**config.mk**
```make
export PLATFORM = sky130hd
export DESIGN_NAME = mem_stage_sram_ctrl
export DESIGN_NICKNAME = d
export VERILOG_FILES = /design/src/rtl/mem_stage_pkg.sv /design/src/rtl/sram_wait_counter.sv /design/src/rtl/mem_stage_sram_ctrl.sv
export SDC_FILE = /design/constraint.sdc
export NUM_CORES = 1
export LEC_CHECK = 0
export ABC_AREA = 1
export BUFFER_PORTS_ARGS = -buffer_cell sky130_fd_sc_hd__buf_2
export CAP_MARGIN = 20
export CORE_MARGIN = 3
export CORE_UTILIZATION = 35
export DETAILED_ROUTE_END_ITERATION = 10
export GPL_ROUTABILITY_DRIVEN = 1
export GPL_TIMING_DRIVEN = 0
export PLACE_DENSITY = 0.75
export SLEW_MARGIN = 20
export SYNTH_ARGS = -nofsm -noshare
export SYNTH_HDL_FRONTEND = slang
export SYNTH_HIERARCHICAL = 1
export SYNTH_SLANG_ARGS = --single-unit
```
**constraint.sdc**
```tcl
create_clock -name clk -period 4.6 [get_ports clk]
set_clock_uncertainty 0.2 [all_clocks]
set_input_delay 0.23 -clock clk [delete_from_list [all_inputs] [get_ports clk]]
set_output_delay 0.23 -clock clk [all_outputs]
set_load 0.02 [all_outputs]
```
**src/rtl/mem_stage_pkg.sv**
```systemverilog
// Shared types and constants for the memory-stage SRAM controller.
package mem_stage_pkg;

  typedef enum logic [1:0] {
    IDLE = 2'd0,
    LOW  = 2'd1,
    HIGH = 2'd2,
    DONE = 2'd3
  } state_t;

  localparam int          SRAM_DW       = 16;
  localparam logic [31:0] BASE_ADDR_DEF = 32'd1024;

endpackage

```
**src/rtl/sram_wait_counter.sv**
```systemverilog
// Loadable down-counter that times one SRAM half-access; last_o marks its final cycle.
module sram_wait_counter #(
  parameter int ACCESS_CYCLES = 3
) (
  input  logic clk,
  input  logic rst,
  input  logic load_i,
  output logic last_o
);

  localparam int CW = $clog2(ACCESS_CYCLES + 1);

  logic [CW-1:0] cnt_q, cnt_d;

  always_comb begin
    cnt_d = cnt_q;
    if (load_i)
      cnt_d = CW'(ACCESS_CYCLES);
    else if (cnt_q != '0)
      cnt_d = cnt_q - 1'b1;
  end

  always_ff @(posedge clk) begin
    if (rst) cnt_q <= '0;
    else     cnt_q <= cnt_d;
  end

  assign last_o = (cnt_q == CW'(1));

endmodule

```
**src/rtl/mem_stage_sram_ctrl.sv**
```systemverilog
// Memory-stage controller: splits each 32-bit load/store into two 16-bit SRAM
// accesses and freezes the pipeline until the pair completes.
module mem_stage_sram_ctrl
  import mem_stage_pkg::*;
#(
  parameter int          ACCESS_CYCLES = 3,
  parameter logic [31:0] BASE_ADDR     = BASE_ADDR_DEF,
  parameter int          SRAM_AW       = 18
) (
  input  logic               clk,
  input  logic               rst,
  input  logic [31:0]        ALU_res,
  input  logic [31:0]        val_Rm,
  input  logic               mem_read_in,
  input  logic               mem_write_in,
  input  logic               WB_en_in,
  input  logic [3:0]         dst_in,
  input  logic [SRAM_DW-1:0] sram_rdata,
  output logic [SRAM_AW-1:0] sram_addr,
  output logic [SRAM_DW-1:0] sram_wdata,
  output logic               sram_we_n,
  output logic               sram_oe_n,
  output logic [31:0]        mem_result,
  output logic               ready,
  output logic               freeze,
  output logic [31:0]        ALU_res_out,
  output logic [3:0]         dst_out,
  output logic               WB_en_out,
  output logic               mem_read_out
);

  localparam int WW = SRAM_AW - 1;

  state_t        state_q, state_d;
  logic [WW-1:0] word_q;
  logic [31:0]   wdata_q;
  logic          wr_q;
  logic [31:0]   mem_result_q;
  logic          req, cnt_load, cnt_last, in_phase, is_high;
  logic [31:0]   byte_off;
  logic          unused_off_bits;

  assign req      = mem_read_in | mem_write_in;
  assign byte_off = ALU_res - BASE_ADDR;
  // Addresses outside the SRAM window simply wrap modulo its size.
  assign unused_off_bits = ^{byte_off[31:SRAM_AW+1], byte_off[1:0]};

  sram_wait_counter #(.ACCESS_CYCLES(ACCESS_CYCLES)) u_wait (
    .clk    (clk),
    .rst    (rst),
    .load_i (cnt_load),
    .last_o (cnt_last)
  );

  always_comb begin
    state_d  = state_q;
    cnt_load = 1'b0;
    case (state_q)
      IDLE: if (req) begin
        state_d  = LOW;
        cnt_load = 1'b1;
      end
      LOW: if (cnt_last) begin
        state_d  = HIGH;
        cnt_load = 1'b1;
      end
      HIGH: if (cnt_last) state_d = DONE;
      DONE: state_d = IDLE;
      default: state_d = IDLE;
    endcase
  end

  always_ff @(posedge clk) begin
    if (rst) begin
      state_q      <= IDLE;
      word_q       <= '0;
      wdata_q      <= '0;
      wr_q         <= 1'b0;
      mem_result_q <= '0;
    end else begin
      state_q <= state_d;
      if (state_q == IDLE && req) begin
        word_q  <= byte_off[SRAM_AW:2];
        wdata_q <= val_Rm;
        wr_q    <= mem_write_in;  // read+write together resolves to a write
      end
      // Read data is sampled on the final cycle of each half-access.
      if (!wr_q && cnt_last) begin
        if (state_q == LOW)  mem_result_q[15:0]  <= sram_rdata;
        if (state_q == HIGH) mem_result_q[31:16] <= sram_rdata;
      end
    end
  end

  assign in_phase = (state_q == LOW) || (state_q == HIGH);
  assign is_high  = (state_q == HIGH);

  assign sram_addr  = in_phase ? {word_q, is_high} : '0;
  assign sram_wdata = (in_phase && wr_q) ? (is_high ? wdata_q[31:16] : wdata_q[15:0]) : '0;
  assign sram_we_n  = !(in_phase && wr_q);
  assign sram_oe_n  = !(in_phase && !wr_q);

  assign mem_result = mem_result_q;
  assign ready      = (state_q == DONE);
  assign freeze     = ((state_q == IDLE) && req) || in_phase;

  assign ALU_res_out  = ALU_res;
  assign dst_out      = dst_in;
  assign WB_en_out    = WB_en_in;
  assign mem_read_out = mem_read_in;

endmodule

```
==> reports/metrics.csv <==
stage;metric;value;unit
logic_synthesis;syn_nets;663;
grt;vias in the first global route;4127;
floorplan;Die Ht;113;um
worst_setup_path;Top cell by count, worst path;buf_2;
drt;antenna-violating nets left;0;
clocking;worst-skew pair later-pin latency;0.33;ns
worst_setup_path;Startpoint Class;flip-flop;
logic_synthesis;Yosys cell types;24;
finish;share of post-route cells with drive strength above 1;31.6;%
floorplan;die width;113;um
worst_setup_path;CP max FO;10;
power_and_ir_drop;Net Sw Power;1160;uW
sta;unrepaired setup endpoints after global routing;no;
floorplan;DIE AREA;12800;um^2
sta;post-route setup TNS;0;ns
drt;final WL;12500;um
worst_setup_path;CP max-delay cell;dfxtp_1;
sta;count of pins over their slew limit;0;
grt;Global Route Usage Sum;19.2;%
sta;post-route clock period utilization;52.7;%
power_and_ir_drop;Lkg Pwr;0.00317;uW
worst_setup_path;CP endpoint kind;output port;
finish;FILL cells;1032;
logic_synthesis;post-synth top area share;42.9;%
power_and_ir_drop;Total Power;3170;uW
floorplan;Initial Util;36.4;%
clocking;Worst-path clk slew;0.06;ns
sta;worst slew pin tran;0.565;ns
placement;RD Place Congestion;0.837;
run;max-cap viol count;0;
logic_synthesis;post-synthesis sequential area ratio;42.9;%
status;status;completed;
power_and_ir_drop;Seq pwr share;33.6;%
logic_synthesis;Yosys reg bits;86;
sta;maximum clock frequency;412;MHz
clocking;# Post-CTS Setup Buffers;0;
clocking;CTS Buf Count;9;
grt;largest net degree at the start of global routing;15;
worst_setup_path;Critical Path, Cell by Cell;inv_1 > ha_1 > buf_4 > clkinv_1 > buf_2 > nand2_1 > a21oi_1 > buf_2;
drt;Wirelength per Cell;13.0;um
drt;1st-iter DRT viols;245;
worst_setup_path;Worst R2R Setup Slack;2.73;ns
logic_synthesis;Synth Area per Inst;7.07;um^2
floorplan;io pins;197;
placement;hpwl dp;8780;um
sta;endpoints failing setup;0;
worst_setup_path;Crit path required time;4.17;ns
sta;Final Hold Violating Endpoints;0;
grt;global-route wire length before repair;19700;um
floorplan;FP Rows;38;
placement;port buffer count;176;
clocking;Clock Sinks;86;
grt;gr ovfl total;0;
finish;Area Growth Syn to Fin;50.1;%
worst_setup_path;CP peak stage delay;0.37;ns
power_and_ir_drop;clock power share;28.4;%
sta;min Tclk post-route;2.43;ns
power_and_ir_drop;Comb power frac;38.0;%
worst_setup_path;Worst EP arrival;2.00;ns
floorplan;Core ar.;11000;um^2
logic_synthesis;Post-Synthesis Cells;567;
finish;fin nets;907;
grt;antenna violations before repair;0;
clocking;CTS tree;yes;
drt;first-pass iteration count of the detailed router;4;
power_and_ir_drop;Power Internal;2000;uW
power_and_ir_drop;Sw Ratio;36.7;%
logic_synthesis;Synth area leader;dfxtp_1;
finish;diode count;0;
power_and_ir_drop;Power Dens Cells;526;nW/um^2
worst_setup_path;critical path type;flip-flop to output port;
power_and_ir_drop;Max VDD drop;0.214;mV
clocking;CTS Buffer Depth;2;
clocking;H-tree Lvls;3;
logic_synthesis;Post-Syn Area;4010;um^2
logic_synthesis;Synth warnings;6;
clocking;root buf cell;clkbuf_16;
min_path;HP Class;input pin to flip-flop;
drt;vias per cell;4.45;
logic_synthesis;synth top area cells;dfxtp_1 43%, nor2_1 12%, buf_4 8.2%, nand2_1 7.0%, o21ai_0 6.1%;
sta;Worst slew margin;62.3;%
drt;DRC;0;
drt;via count;4253;
## critical path: cells and delay by family (launching register included)
family | cells | cell delay [ns]
buf+inv | 5 | 0.85
compound gates | 1 | 0.17
simple gates | 1 | 0.07
fa+ha+maj | 1 | 0.20
flops | 1 | 0.37
## cell usage after synthesis
| cell type | number |
|---|---|
| a21oi_1 | 38 |
| a31oi_1 | 2 |
| buf_1 | 1 |
| buf_2 | 7 |
| buf_4 | 44 |
| buf_6 | 5 |
| clkbuf_1 | 9 |
| clkbuf_2 | 1 |
| clkinv_1 | 1 |
| dfxtp_1 | 86 |
| ha_1 | 7 |
| inv_1 | 59 |
| inv_2 | 3 |
| nand2_1 | 75 |
| nand3_1 | 9 |
| nand3_2 | 1 |
| nor2_1 | 127 |
| nor2_2 | 1 |
| nor2_4 | 2 |
| o21ai_0 | 49 |
| o21ai_1 | 35 |
| o21bai_1 | 2 |
| or2_2 | 2 |
| xor2_1 | 1 |
## metal layers
metal,wire (um),global-route usage [%],up-vias
met3,732,4.44,33
met5,0,0,-
li1,-,-,2220
met2,6080,33.6,146
met1,5180,22.0,1854
met4,471,9.38,0
## registers in the layout, indices dropped and copies added, names as in the netlist
register / count
wdata_q: 32
mem_result: 32
wr_q: 1
word_q: 17
u_wait/cnt_q: 2
state_q: 2
## stage by stage
step | utilization [%] | hold WS [ns] | worst slack [ns] | std cells | cell area [um^2]
6_report | 54.6 | 0.0170 | 2.17 | 956 | 6020
5_1_grt | 54.6 | 0.0206 | 2.03 | 956 | 6020
4_1_cts | 54.6 | 0.00109 | 2.14 | 956 | 6020
3_5_place_dp | 45.9 | 0.234 | 2.51 | 883 | 5070
3_3_place_gp | 45.9 | 0.229 | 2.52 | 883 | 5070
2_1_floorplan | - | 0.119 | 2.58 | 567 | 4010
## layout make-up
cell class,instances,area (um^2),share of cell area (%)
flip-flops and latches,86,1720,28.6
multi-input cells,351,1590,26.4
repair buffers,233,1450,24.1
plain buffers,67,464,7.71
clock buffers,11,253,4.20
inverters,63,236,3.93
well taps,140,175,2.91
clock inverters,5,129,2.14
## power by group through the flow
stage                     Clock [uW]  Sequential, uW  Combinational, uW
after floorplan                    0            1100                765
after global placement             0            1070               1150
after detailed placement           0            1070               1160
after CTS                        917            1060               1200
after global routing             948            1090               1350
final                            900            1060               1200
## cell usage in the layout, fill, tap and decap left out
cell type,Yosys,final
dfxtp_1,86,86
clkinv_4,0,1
nand3_2,1,1
nor2_4,2,2
buf_1,1,1
buf_6,5,5
clkinv_1,1,1
nand2_1,75,75
ha_1,7,7
a21oi_1,38,38
inv_1,59,59
nand3_1,9,9
nor2_1,127,127
o21bai_1,2,2
nor2_2,1,1
xor2_1,1,1
inv_2,3,3
bufinv_16,0,4
o21ai_0,49,49
a31oi_1,2,2
clkbuf_2,1,1
dlygate4sd3_1,0,57
buf_4,44,44
clkbuf_8,0,2
or2_2,2,2
o21ai_1,35,35
buf_2,7,183
clkbuf_1,9,9
clkbuf_16,0,9
## final timing paths
kind                   from              to  cells past startpoint
min reg2reg  mem_result[16]  mem_result[16]                      2
min             ALU_res[13]      word_q[11]                      3
max              state_q[0]   sram_wdata[7]                      8
max reg2reg      state_q[0]  mem_result[25]                      6
## cell families (layout without fill, tap and decap cells)
kind of cell,after synthesis,after routing,synth area share (%)
AND/OR/NAND/NOR,217,217,21.3
adder cells (fa/ha/maj),7,7,2.18
XOR/XNOR,1,1,0.218
buffers and inverters,130,379,17.5
flip-flops,86,86,42.9
AO/OA/AOI/OAI,126,126,15.9
## what timing repair did
item / in CTS / in global routing
gates resized for setup: 0 / 0
endpoints found under the hold margin: 66 / 0
hold buffers: 57 / 0
Power figures use the tool's default switching activity.
